$ cat config.mk
export PLATFORM = sky130hd
export DESIGN_NAME = result_byte_streamer
export DESIGN_NICKNAME = d
export VERILOG_FILES = /design/src/rtl/result_byte_streamer.sv
export SDC_FILE = /design/constraint.sdc
export NUM_CORES = 1
export LEC_CHECK = 0
export BUFFER_PORTS_ARGS = -buffer_cell sky130_fd_sc_hd__buf_2
export CORE_UTILIZATION = 45
export DETAILED_ROUTE_END_ITERATION = 7
export PLACE_DENSITY = 0.65
export SLEW_MARGIN = 20
export SYNTH_ARGS = -nofsm -noshare
export SYNTH_HDL_FRONTEND = slang
export SYNTH_SLANG_ARGS = --single-unit
$ cat constraint.sdc
create_clock -name clock -period 3.5 [get_ports clock]
set_input_delay 0.7 -clock clock [delete_from_list [all_inputs] [get_ports clock]]
set_output_delay 0.7 -clock clock [all_outputs]
set_load 0.05 [all_outputs]
$ cat src/rtl/result_byte_streamer.sv
// Purpose  : reads the binarised result memory in raster order, packs 8 pixels per byte
//            (MSB = lowest column) and streams the bytes over valid/ready.
// Latency  : first byte valid 9 edges after start is sampled; 10 cycles per byte when unstalled.
// Backpres.: oByte/oValid hold while iReady=0; fetching pauses with the address frozen.
// Ports    : clock/reset (async, active-high); iStart; oResultCol/oResultRow + iResultData
//            (sync RAM, 1-cycle read latency); oByte/oValid/iReady stream; oBusy; finished.
module result_byte_streamer #(
    parameter int WIDTH_BITS  = 8,
    parameter int HEIGHT_BITS = 8
) (
    input  logic                   clock,
    input  logic                   reset,
    input  logic                   iStart,
    output logic [WIDTH_BITS-1:0]  oResultCol,
    output logic [HEIGHT_BITS-1:0] oResultRow,
    input  logic                   iResultData,
    output logic [7:0]             oByte,
    output logic                   oValid,
    input  logic                   iReady,
    output logic                   oBusy,
    output logic                   finished
);
    localparam int WIDTH   = 2 ** WIDTH_BITS;
    localparam int HEIGHT  = 2 ** HEIGHT_BITS;
    localparam int PW      = WIDTH_BITS + HEIGHT_BITS + 1;
    localparam int NUM_PIX = WIDTH * HEIGHT;

    typedef enum logic [1:0] {IDLE, READ, SEND, DONE} state_t;

    state_t        state;
    logic [PW-1:0] pos;
    logic [3:0]    cnt;
    logic [6:0]    shreg;

    // pos only ever reaches NUM_PIX exactly, which is the point its MSB sets.
    logic all_fetched;
    assign all_fetched = (pos == PW'(NUM_PIX));

    // Address tracks pos directly, so it holds during SEND and wraps to 0 in DONE.
    assign {oResultRow, oResultCol} = pos[PW-2:0];
    assign oBusy = (state == READ) || (state == SEND);

    always_ff @(posedge clock or posedge reset) begin
        if (reset) begin
            state    <= IDLE;
            pos      <= '0;
            cnt      <= '0;
            shreg    <= '0;
            oByte    <= '0;
            oValid   <= 1'b0;
            finished <= 1'b0;
        end else begin
            case (state)
                IDLE: begin
                    if (iStart) begin
                        state <= READ;
                        pos   <= '0;
                        cnt   <= '0;
                    end
                end
                READ: begin
                    // Addresses issue on cnt 0..7; data lags one cycle so it is
                    // captured on cnt 1..8.
                    if (cnt < 4'd8)
                        pos <= pos + 1'b1;
                    if (cnt != 4'd0)
                        shreg <= {shreg[5:0], iResultData};
                    if (cnt == 4'd8) begin
                        oByte  <= {shreg, iResultData};
                        oValid <= 1'b1;
                        state  <= SEND;
                    end else begin
                        cnt <= cnt + 1'b1;
                    end
                end
                SEND: begin
                    if (iReady) begin
                        oValid <= 1'b0;
                        cnt    <= '0;
                        if (all_fetched) begin
                            state    <= DONE;
                            finished <= 1'b1;
                        end else begin
                            state <= READ;
                        end
                    end
                end
                DONE: begin
                    if (iStart) begin
                        state    <= READ;
                        pos      <= '0;
                        cnt      <= '0;
                        finished <= 1'b0;
                    end
                end
                default: state <= IDLE;
            endcase
        end
    end
endmodule

-- Word-level counts from Yosys, hierarchy flattened
Cells that the tools add are included.
- memories: 0
- latch bits: 0
- RAM bits: 0
- memory bits (read-only): 0
- register bits: 40
- output and inout bits: 27
- word-level logic and storage cells: 55
- input port bits: 5
- shifts and indexed selects: 0
- equal/unequal tests: 12
- multipliers: 0
- mux-type cells: 19
- bitwise operators: 0
- reductions and logical operators: 14
- $lt $le $gt $ge: 1
- add/subtract/negate cells: 2
- div/mod/pow operators: 0
- operator list (cell ; number):
    17-bit 2-to-1 mux ; 2
    17-bit one-hot mux with 2 select lines ; 1
    17-bit by 1-bit adder with 17-bit output (second input constant) ; 1
    17-bit == test (second input constant) ; 1
    4-bit 2-to-1 mux ; 3
    4-bit one-hot mux with 3 select lines ; 1
    3-bit AND reduction ; 4
    2-bit 2-to-1 mux ; 4
    2-bit inequality test (second input constant) ; 4
    2-bit by 1-bit inequality test with 1-bit output (second input constant) ; 3
    2-bit one-hot mux with 3 select lines ; 1
    2-bit nonzero test ; 3
    1-bit 2-to-1 mux ; 5
    4-bit by 1-bit adder with 4-bit output (second input constant) ; 1
    2-bit == test (second input constant) ; 2
    4-bit == test (second input constant) ; 1
    4-bit < comparator (second input constant) ; 1
    1-bit one-hot mux with 2 select lines ; 2
    2-bit AND reduction ; 2
    4-bit AND reduction ; 1
    4-bit nonzero test ; 1
    2-bit by 1-bit == test with 1-bit output (second input constant) ; 1
    2-bit logical NOT ; 1
    2-bit OR reduction ; 1
    1-bit logical OR ; 1

-- Logic depth before layout (Yosys ltp)
Gate-level depths: netlist of the first run.
- word-level depth: 4
- depth in mapped cells: 8
- gate-level depth less buffers: 7

-- Least setup slack after synthesis of the first run
Ideal clock, no wire load.
- kind: register to output
- start point: register state[0]
- end point: output oBusy
- setup slack: 1462 ps
- data arrival time: 1338 ps
- cell stages (with the launch flop): 5
- path through: dfrtp_1 > inv_1 > ha_1 > clkbuf_1 > inv_1
- word-level cells in the longest chain between the ends: 2
- elaborated cells between the ends (all ways): 3
- RTL lines (what ; RTL line ; source):
    from (decl) ; 30 ; state_t state;
    from (signal assigned) ; 45 ; state <= IDLE;
    from (signal assigned) ; 56 ; state <= READ;
    from (signal assigned) ; 71 ; state <= SEND;
    2-bit by 1-bit == test with 1-bit output or 2-bit == test (tied branches) ; 41 ; assign oBusy = (state == READ) || (state == SEND);
    1-bit logical OR * ; 41 ;
    to (decl) ; 20 ; output logic oBusy,
Mark *: on every way between the ends. The rest lies on a longest branch, timed or not.

-- Final worst setup path of the first run
- start point: register state[0]
- end point: register pos[9]
- word-level cells in the longest chain between the ends: 4
- elaborated cells between the ends (all ways): 9
- RTL lines (what ; RTL line ; source):
    2-bit == test or 2-bit logical NOT (tied branches) ; 53 ; case (state)
    2-bit OR reduction (no line) ; -- ;
    2-bit by 1-bit inequality test with 1-bit output (no line) or 2-bit nonzero test (tied branches) ; -- ;
    3-bit AND reduction (no line) ; -- ;
    to (signal assigned) ; 65 ; pos <= pos + 1'b1;
    to (decl) ; 31 ; logic [PW-1:0] pos;
Several ways; a longest one is shown, not always the timed one.
A chain may end at the register's enable or synchronous reset.

==> metrics.md, run 1 <==
| Metric | Value |
|---|---|
| Status | `complete, no violations` |
| Critical-path top delay cell | `nor2_1` |
| Starting Density | `46.6%` |
| Reg2Reg Depth | `6` |
| Worst skew pair latency | `about 0.29 ns` |
| Cell mode on critical path | `nor2_1` |
| Max Cap Viol | `0` |
| Worst Setup EP | `pos[9]` |
| Cts bufs inserted | `5` |
| Register area share after synthesis | `45.5%` |
| Fmax | `0.406 GHz` |
| WP data required | `3.66 ns` |
| Final setup vio count | `0` |
| Core Region | `4720 µm²` |
| Crit path max-delay family | `simple AND/OR/NAND/NOR gates` |
| Unrepaired setup endpoints after global routing | `false` |
| Clk sinks | `40` |
| FF-to-FF setup slack | `1.04 ns` |
| Initial DRC count | `slightly above 90` |
| Antenna violations before repair | `0` |
| Met2 GRT Util | `27.8%` |
| Layout cells sized above 1 | `between 20% and 30%` |
| DRC | `0` |
| Area post-placement | `2280 µm²` |
| Die area | `just over 5000 µm²` |
| GRT overflow | `0` |
| Reg2reg start | `state[0]` |
| Worst path buffer plus inverter count | `1` |
| Worst Setup End Kind | `register` |
| Post-synth EDFFs | `0` |
| ANT nets after route | `0` |
| Hold Buf Count CTS | `0` |
| Clock buffer depth | `2` |
| Leakage power | `1.15 nW` |
| Vias in the first global route | `1436` |
| Netlist cell types | `41` |
| Final worst-path cycle share | `70.3%` |
| Final hold vios | `0` |
| Resize count post-CTS | `0` |
| Ant diodes | `0` |
| Root Driver | `clkbuf_8` |
| Post-Syn Instances | `roughly 220` |
| Met1 GRT Util | `24.4%` |
| Util after Layout | `between 50% and 60%` |
| Type of origin of the critical path | `register` |
| Cell Rows | `25` |
| Met3 Use GR | `4.86%` |
| CP Cell Sequence | `inv_1 -> ha_1 -> nand2b_1 -> o211ai_1 -> nor2_1 -> nor2_1` |
| Port Buffers | `31` |
| Kind of critical path | `register to register` |
| Setup Fix Bufs, Post-CTS | `0` |
| # nets final | `approximately 250` |
| Final Skew | `0.00245 ns` |
| FF-to-FF End | `pos[9]` |
| Setup TNS | `0 ns` |
| Hold/Removal Path Class | `register to register` |
| Post-Syn Area | `2200 µm²` |
| Main synth FF type | `dfrtp_1` |
| Die height | `72.0 µm` |
| Global route hottest layer | `met2` |
| Design area | `2440 µm²` |
| Avg WL per Cell | `around 14 µm` |
| Hpwl dp | `2920 µm` |
| PwrDens | `825 nW/µm²` |
| Final Max Slew Viols | `0` |
| Ports | `32` |
| CTS clk-pin slew, worst paths | `0.08 ns` |
| CTS H-tree depth | `2` |
| Crit path launch | `state[0]` |
| Worst Tran Pin Value | `0.949 ns` |
| Signal arrival time at the worst endpoint | `2.62 ns` |
| Largest net degree at the start of global routing | `41` |
| Multi-input gate area | `981 µm²` |
| Area Growth Syn to Fin | `11.0%` |
| Gr usage total | `17.9%` |
| Relative slew slack | `36.5%` |
| GP Congestion | `just over 0.8` |
| Design Power | `a little over 2 mW` |
| Ys Warns | `0` |
| Die X | `72.0 µm` |
| Synth Net Count | `234` |
| Syn Area/Cell | `9.96 µm²` |
| Vias | `between 1500 and 2000` |
| Global-route wire length before repair | `~7100 µm` |
| Fin crit period | `roughly 2.5 ns` |
| Synthesis-stage register bit count | `40` |
| Via density | `5.28` |
| CP Depth | `6` |
| Initial DRT Pass Iterations | `4` |
| Final WL | `4120 µm` |
| Worst Path Max Fanout | `14` |
| Peak supply drop | `0.000459 V` |
| Register area | `1000 µm²` |
| Crit path largest cell delay | `0.59 ns` |
| CTS tree | `yes` |
| Fillers | `438` |
| FFs w/ async S/R, synth | `between 90% and 100%` |
-- cell usage in the layout, fill, tap and decap left out, types with 3 or more instances in the layout --
cell type and n:
mux2_2 15, buf_2 31, dfrtp_1 40, clkbuf_8 5, nor3_1 9, nor4b_1 4, nor4_1 3, nand2_1 19
a21oi_1 8, inv_1 15, bufinv_16 3, o21ai_0 16, nand2b_1 3, nand3_1 9, ha_1 8, nor2_1 13
xnor2_1 8, o31ai_1 3
-- worst min-delay path by stage --
stage | from | to | cells after the start
4_1_cts | cnt[2] | cnt[2] | 1
3_3_place_gp | oByte[4] | oByte[4] | 1
6_report | cnt[2] | cnt[2] | 1
2_1_floorplan | cnt[2] | cnt[2] | 1
5_1_grt | oByte[3] | oByte[3] | 1
3_5_place_dp | cnt[2] | cnt[2] | 1
-- state kept, by name, summed over array words and instances, names as in the netlist --
| signal | count |
|---|---|
| finished | 1 |
| pos | 17 |
| oByte | 8 |
| shreg | 7 |
| oValid | 1 |
| state | 2 |
| cnt | 4 |
-- stage by stage --
step           std cells  setup WS [ns]  hold WS [ns]
5_1_grt              304          0.883         0.526
4_1_cts              304           1.05         0.503
2_1_floorplan        221           1.46         0.457
3_3_place_gp         296           1.17         0.486
3_5_place_dp         296           1.09         0.486
6_report             304           1.04         0.502
-- cells by family after synthesis --
family | count (synthesis) | synth area share [%]
adder cells (fa/ha/maj) | 8 | 4.55
multiplexers | 17 | 8.58
buffers and inverters | 39 | 10.0
AO/OA/AOI/OAI | 38 | 11.2
XOR/XNOR | 8 | 3.18
AND/OR/NAND/NOR | 71 | 17.0
flip-flops | 40 | 45.5
-- power breakdown --
part           total (mW)  internal [mW]  leakage, nW  switching [mW]
Combinational       0.831          0.259        0.547           0.572
Clock               0.521          0.357       0.0784           0.164
Sequential          0.665          0.571        0.525          0.0934
Total                2.02           1.19         1.15           0.829
-- Yosys cell counts (all sizes together) (2+ instances only) --
cell	count	area, µm²
a21oi	8	40.0
a22o	2	17.5
and3	2	13.8
buf	19	144
clkbuf	5	20.0
dfrtp	40	1000
ha	8	100
inv	15	56.3
mux2	15	169
mux2i	2	20.0
nand2	19	71.3
nand2b	3	18.8
nand3	10	55.1
nand4	2	12.5
nor2	14	55.1
nor3	9	45.0
nor4	4	40.0
nor4b	4	35.0
o21ai	17	85.1
o31ai	3	22.5
xnor2	8	70.1
-- metal layers --
layer,routed length (µm),up-vias
li1,-,779
met1,1940,778
met2,1940,41
met3,181,6
met4,59,0
met5,0,-
-- area by class of cell --
type                       count  share of cell area [%]
clock buffer                   5                    2.82
clock inverter                 3                    3.69
multi-input combinational    142                    40.1
inverter                      15                    2.30
tap                           67                    3.43
timing repair buffer          32                    6.66
sequential                    40                    41.0
No activity file was read; power rests on OpenSTA's default activity.
==> inputs of run 2 (changes only) <==
--- a/config.mk
+++ b/config.mk
@@ -5,10 +5,11 @@
 export SDC_FILE = /design/constraint.sdc
 export NUM_CORES = 1
 export LEC_CHECK = 0
+export ABC_AREA = 1
 export BUFFER_PORTS_ARGS = -buffer_cell sky130_fd_sc_hd__buf_2
 export CORE_UTILIZATION = 45
 export DETAILED_ROUTE_END_ITERATION = 7
-export PLACE_DENSITY = 0.65
+export PLACE_DENSITY = 0.68
 export SLEW_MARGIN = 20
 export SYNTH_ARGS = -nofsm -noshare
 export SYNTH_HDL_FRONTEND = slang
==> constraint.sdc (replaced) <==
create_clock -name clock -period 2.22 [get_ports clock]
set_input_delay 0.444 -clock clock [delete_from_list [all_inputs] [get_ports clock]]
set_output_delay 0.444 -clock clock [all_outputs]
set_load 0.05 [all_outputs]
==> metrics.md, run 2 <==
| Metric | Value |
|---|---|
| Relative slew slack | `67.1%` |
| Share of Yosys cell area claimed by the top area cell type | `44.3%` |
| Synthesis-stage register bit count | `40` |
| Leakage power | `1.34 nW` |
| Crit path launch | `state[0]` |
| Vias in the first global route | `1598` |
| Area contributors post-synth | `dfrtp_1 (44%), nand2_1 (13%), inv_1 (7.3%)` |
| Layout cells sized above 1 | `15.8%` |
| Ys Warns | `0` |
| Via density | `4.68` |
| Starting Density | `47.2%` |
| Initial DRC count | `118` |
| Peak supply drop | `about 0.00057 V` |
| Main synth FF type | `dfrtp_1` |
| Die X | `72.9 µm` |
| Netlist cell types | `25` |
| Hold Buf Count CTS | `0` |
| FF-to-FF End | `pos[2]` |
| CTS H-tree depth | `2` |
| Global route hottest layer | `met2` |
| Hpwl dp | `3030 µm` |
| Post-Syn Instances | `296` |
| Setup Fix Bufs, Post-CTS | `0` |
| Die area | `~5300 µm²` |
| Unrepaired setup endpoints after global routing | `false` |
| Cell Rows | `25` |
| Core Region | `4790 µm²` |
| GP Congestion | `0.865` |
| Fin worst setup slack | `~0.23 ns` |
| Clk sinks | `40` |
| Fmax | `approximately 0.50 GHz` |
| Met3 Use GR | `4.28%` |
| Max Cap Viol | `0` |
| CTS tree | `yes` |
| Signal arrival time at the worst endpoint | `1.54 ns` |
| Setup WS pre-CTS | `about 0.36 ns` |
| Register area share after synthesis | `between 40% and 50%` |
| Most frequent cells in the layout | `nand2_1 (77), inv_1 (44), dfrtp_1 (40), nor2_1 (31), buf_2 (31)` |
| GRT overflow | `0` |
| Final worst-path cycle share | `89.6%` |
| Worst Setup End Kind | `output port` |
| Final setup vio count | `0` |
| Type of origin of the critical path | `register` |
| Final Skew | `0.0102 ns` |
| Worst Tran Pin Value | `0.494 ns` |
| # nets final | `329` |
| PwrDens | `1130 nW/µm²` |
| WP data required | `around 1.8 ns` |
| Count leader, synth | `nand2_1` |
| Gr usage total | `17.2%` |
| Global-route wire length before repair | `6980 µm` |
| Top flop regs | `pos (17), oByte (8), shreg (7)` |
| Largest register by flop count | `pos` |
| ANT nets after route | `0` |
| Ports | `32` |
| Area leader, netlist | `dfrtp_1` |
| Post-route insts no fill | `383` |
| Final hold vios | `0` |
| Worst path buffer plus inverter count | `3` |
| Ant diodes | `0` |
| Clock buffer depth | `2` |
| Kind of critical path | `register to output port` |
| Fillers | `473` |
| Met2 GRT Util | `27.6%` |
| Max reg flops | `17` |
| Syn Area/Cell | `~7.6 µm²` |
| Worst Path Max Fanout | `9` |
| Post-Syn Area | `2260 µm²` |
| Resize count post-CTS | `0` |
| Reg2Reg Depth | `9` |
| Initial DRT Pass Iterations | `4` |
| Cts bufs inserted | `5` |
| Reg2reg start | `state[0]` |
| Root Driver | `clkbuf_8` |
| Final hold slack | `roughly 0.25 ns` |
| Antenna violations before repair | `0` |
| Synth Net Count | `309` |
| Commonest cells in the netlist | `nand2_1 (77), inv_1 (44), dfrtp_1 (40)` |
| CP Depth | `4` |
| DRC | `0` |
| CTS clk-pin slew, worst paths | `~0.08 ns` |
| Final WL | `4120 µm` |
| Largest net degree at the start of global routing | `41` |
| Hold/Removal Path Class | `input pin to async pin` |
| Final Max Slew Viols | `0` |
| Port Buffers | `31` |
| Fin crit period | `between 1.5 and 2 ns` |
| Worst skew pair latency | `0.29 ns` |
| CP Cell Sequence | `inv_1 -> ha_1 -> inv_2 -> buf_2` |
| DP Cell Count | `376` |
| Avg WL per Cell | `10.8 µm` |
| FFs w/ async S/R, synth | `100%` |
| Util after Layout | `52.2%` |
| Crit path max-delay family | `buffers and inverters` |
| FF-to-FF setup slack | `between 0.3 and 0.4 ns` |
| Critical-path top delay cell | `dfrtp_1` |
| Setup TNS | `0 ns` |
| Status | `complete, no violations` |
| Most common cell after layout, fill and taps aside | `nand2_1` |
| Crit path largest cell delay | `0.42 ns` |
| Vias | `1794` |
| Met1 GRT Util | `22.8%` |
| Die height | `72.9 µm` |
| Area Growth Syn to Fin | `10.6%` |
| Post-synth EDFFs | `0` |
==> run 2: cell types whose count changed in the layout (fill, tap and decap cells not counted), moves of 6 or more <==
cell	before	now
xnor2_1	8	2
nor2_1	13	31
nand2_1	19	77
inv_1	15	44
nand3_1	9	16
o21ai_0	16	24
mux2_2	15	1
==> run 2: final cells by class <==
cell class / count / area (µm²) / share of cell area [%]
Sequential cell: 40 / 1000 / 40.0
Multi-Input combinational cell: 191 / 951 / 38.0
Inverter: 46 / 173 / 6.91
Timing Repair Buffer: 32 / 163 / 6.51
Tap cell: 67 / 83.8 / 3.35
Clock buffer: 5 / 68.8 / 2.75
Clock inverter: 2 / 60.1 / 2.40
==> run 2: how the worst max path moves through the flow <==
stage                         to  slack, ns
after global placement    pos[2]       0.43
after detailed placement  pos[2]       0.36
after global routing       oBusy       0.15
after floorplan           pos[2]       0.42
after CTS                  oBusy       0.21
final                      oBusy       0.23
==> run 2: power breakdown <==
group / total, mW / switching, mW / internal [mW]
clock network: 0.683 / 0.240 / 0.442
logic: 1.19 / 0.876 / 0.314
registers: 0.958 / 0.0955 / 0.863
total: 2.83 / 1.21 / 1.62
==> run 2: worst reg2reg max path: stages, from the launching register on <==
cell	delay, ns
dfrtp_1	0.42
inv_1	0.07
ha_1	0.34
inv_2	0.15
nand2_1	0.11
nand3_4	0.14
inv_2	0.11
nand2_2	0.20
inv_1	0.08
nor3_1	0.18
==> run 2: through the flow <==
stage / total power [mW] / instance area, µm²
global placement: 2.15 / 2370
detailed placement: 2.17 / 2370
floorplan: 1.97 / 2260
finish: 2.83 / 2500
global route: 3.06 / 2500
CTS: 2.87 / 2500
==> run 2: metal layers <==
layer | share of wire [%] | vias to the layer above
li1 | - | 952
met1 | 49 | 802
met2 | 45 | 36
met3 | 4.8 | 4
met4 | 0.87 | 0
met5 | 0 | -
==> run 2: cell families (layout without fill, tap and decap cells) <==
group           count (synthesis)  count (layout)  share of synthesized area, %
flops                          40              40                          44.3
compound gates                 36              36                          8.19
fa+ha+maj                       8               8                          4.43
mux                             1               1                         0.498
simple gates                  143             143                          27.8
xor+xnor                        3               3                          1.16
buf+inv                        65              85                          13.7
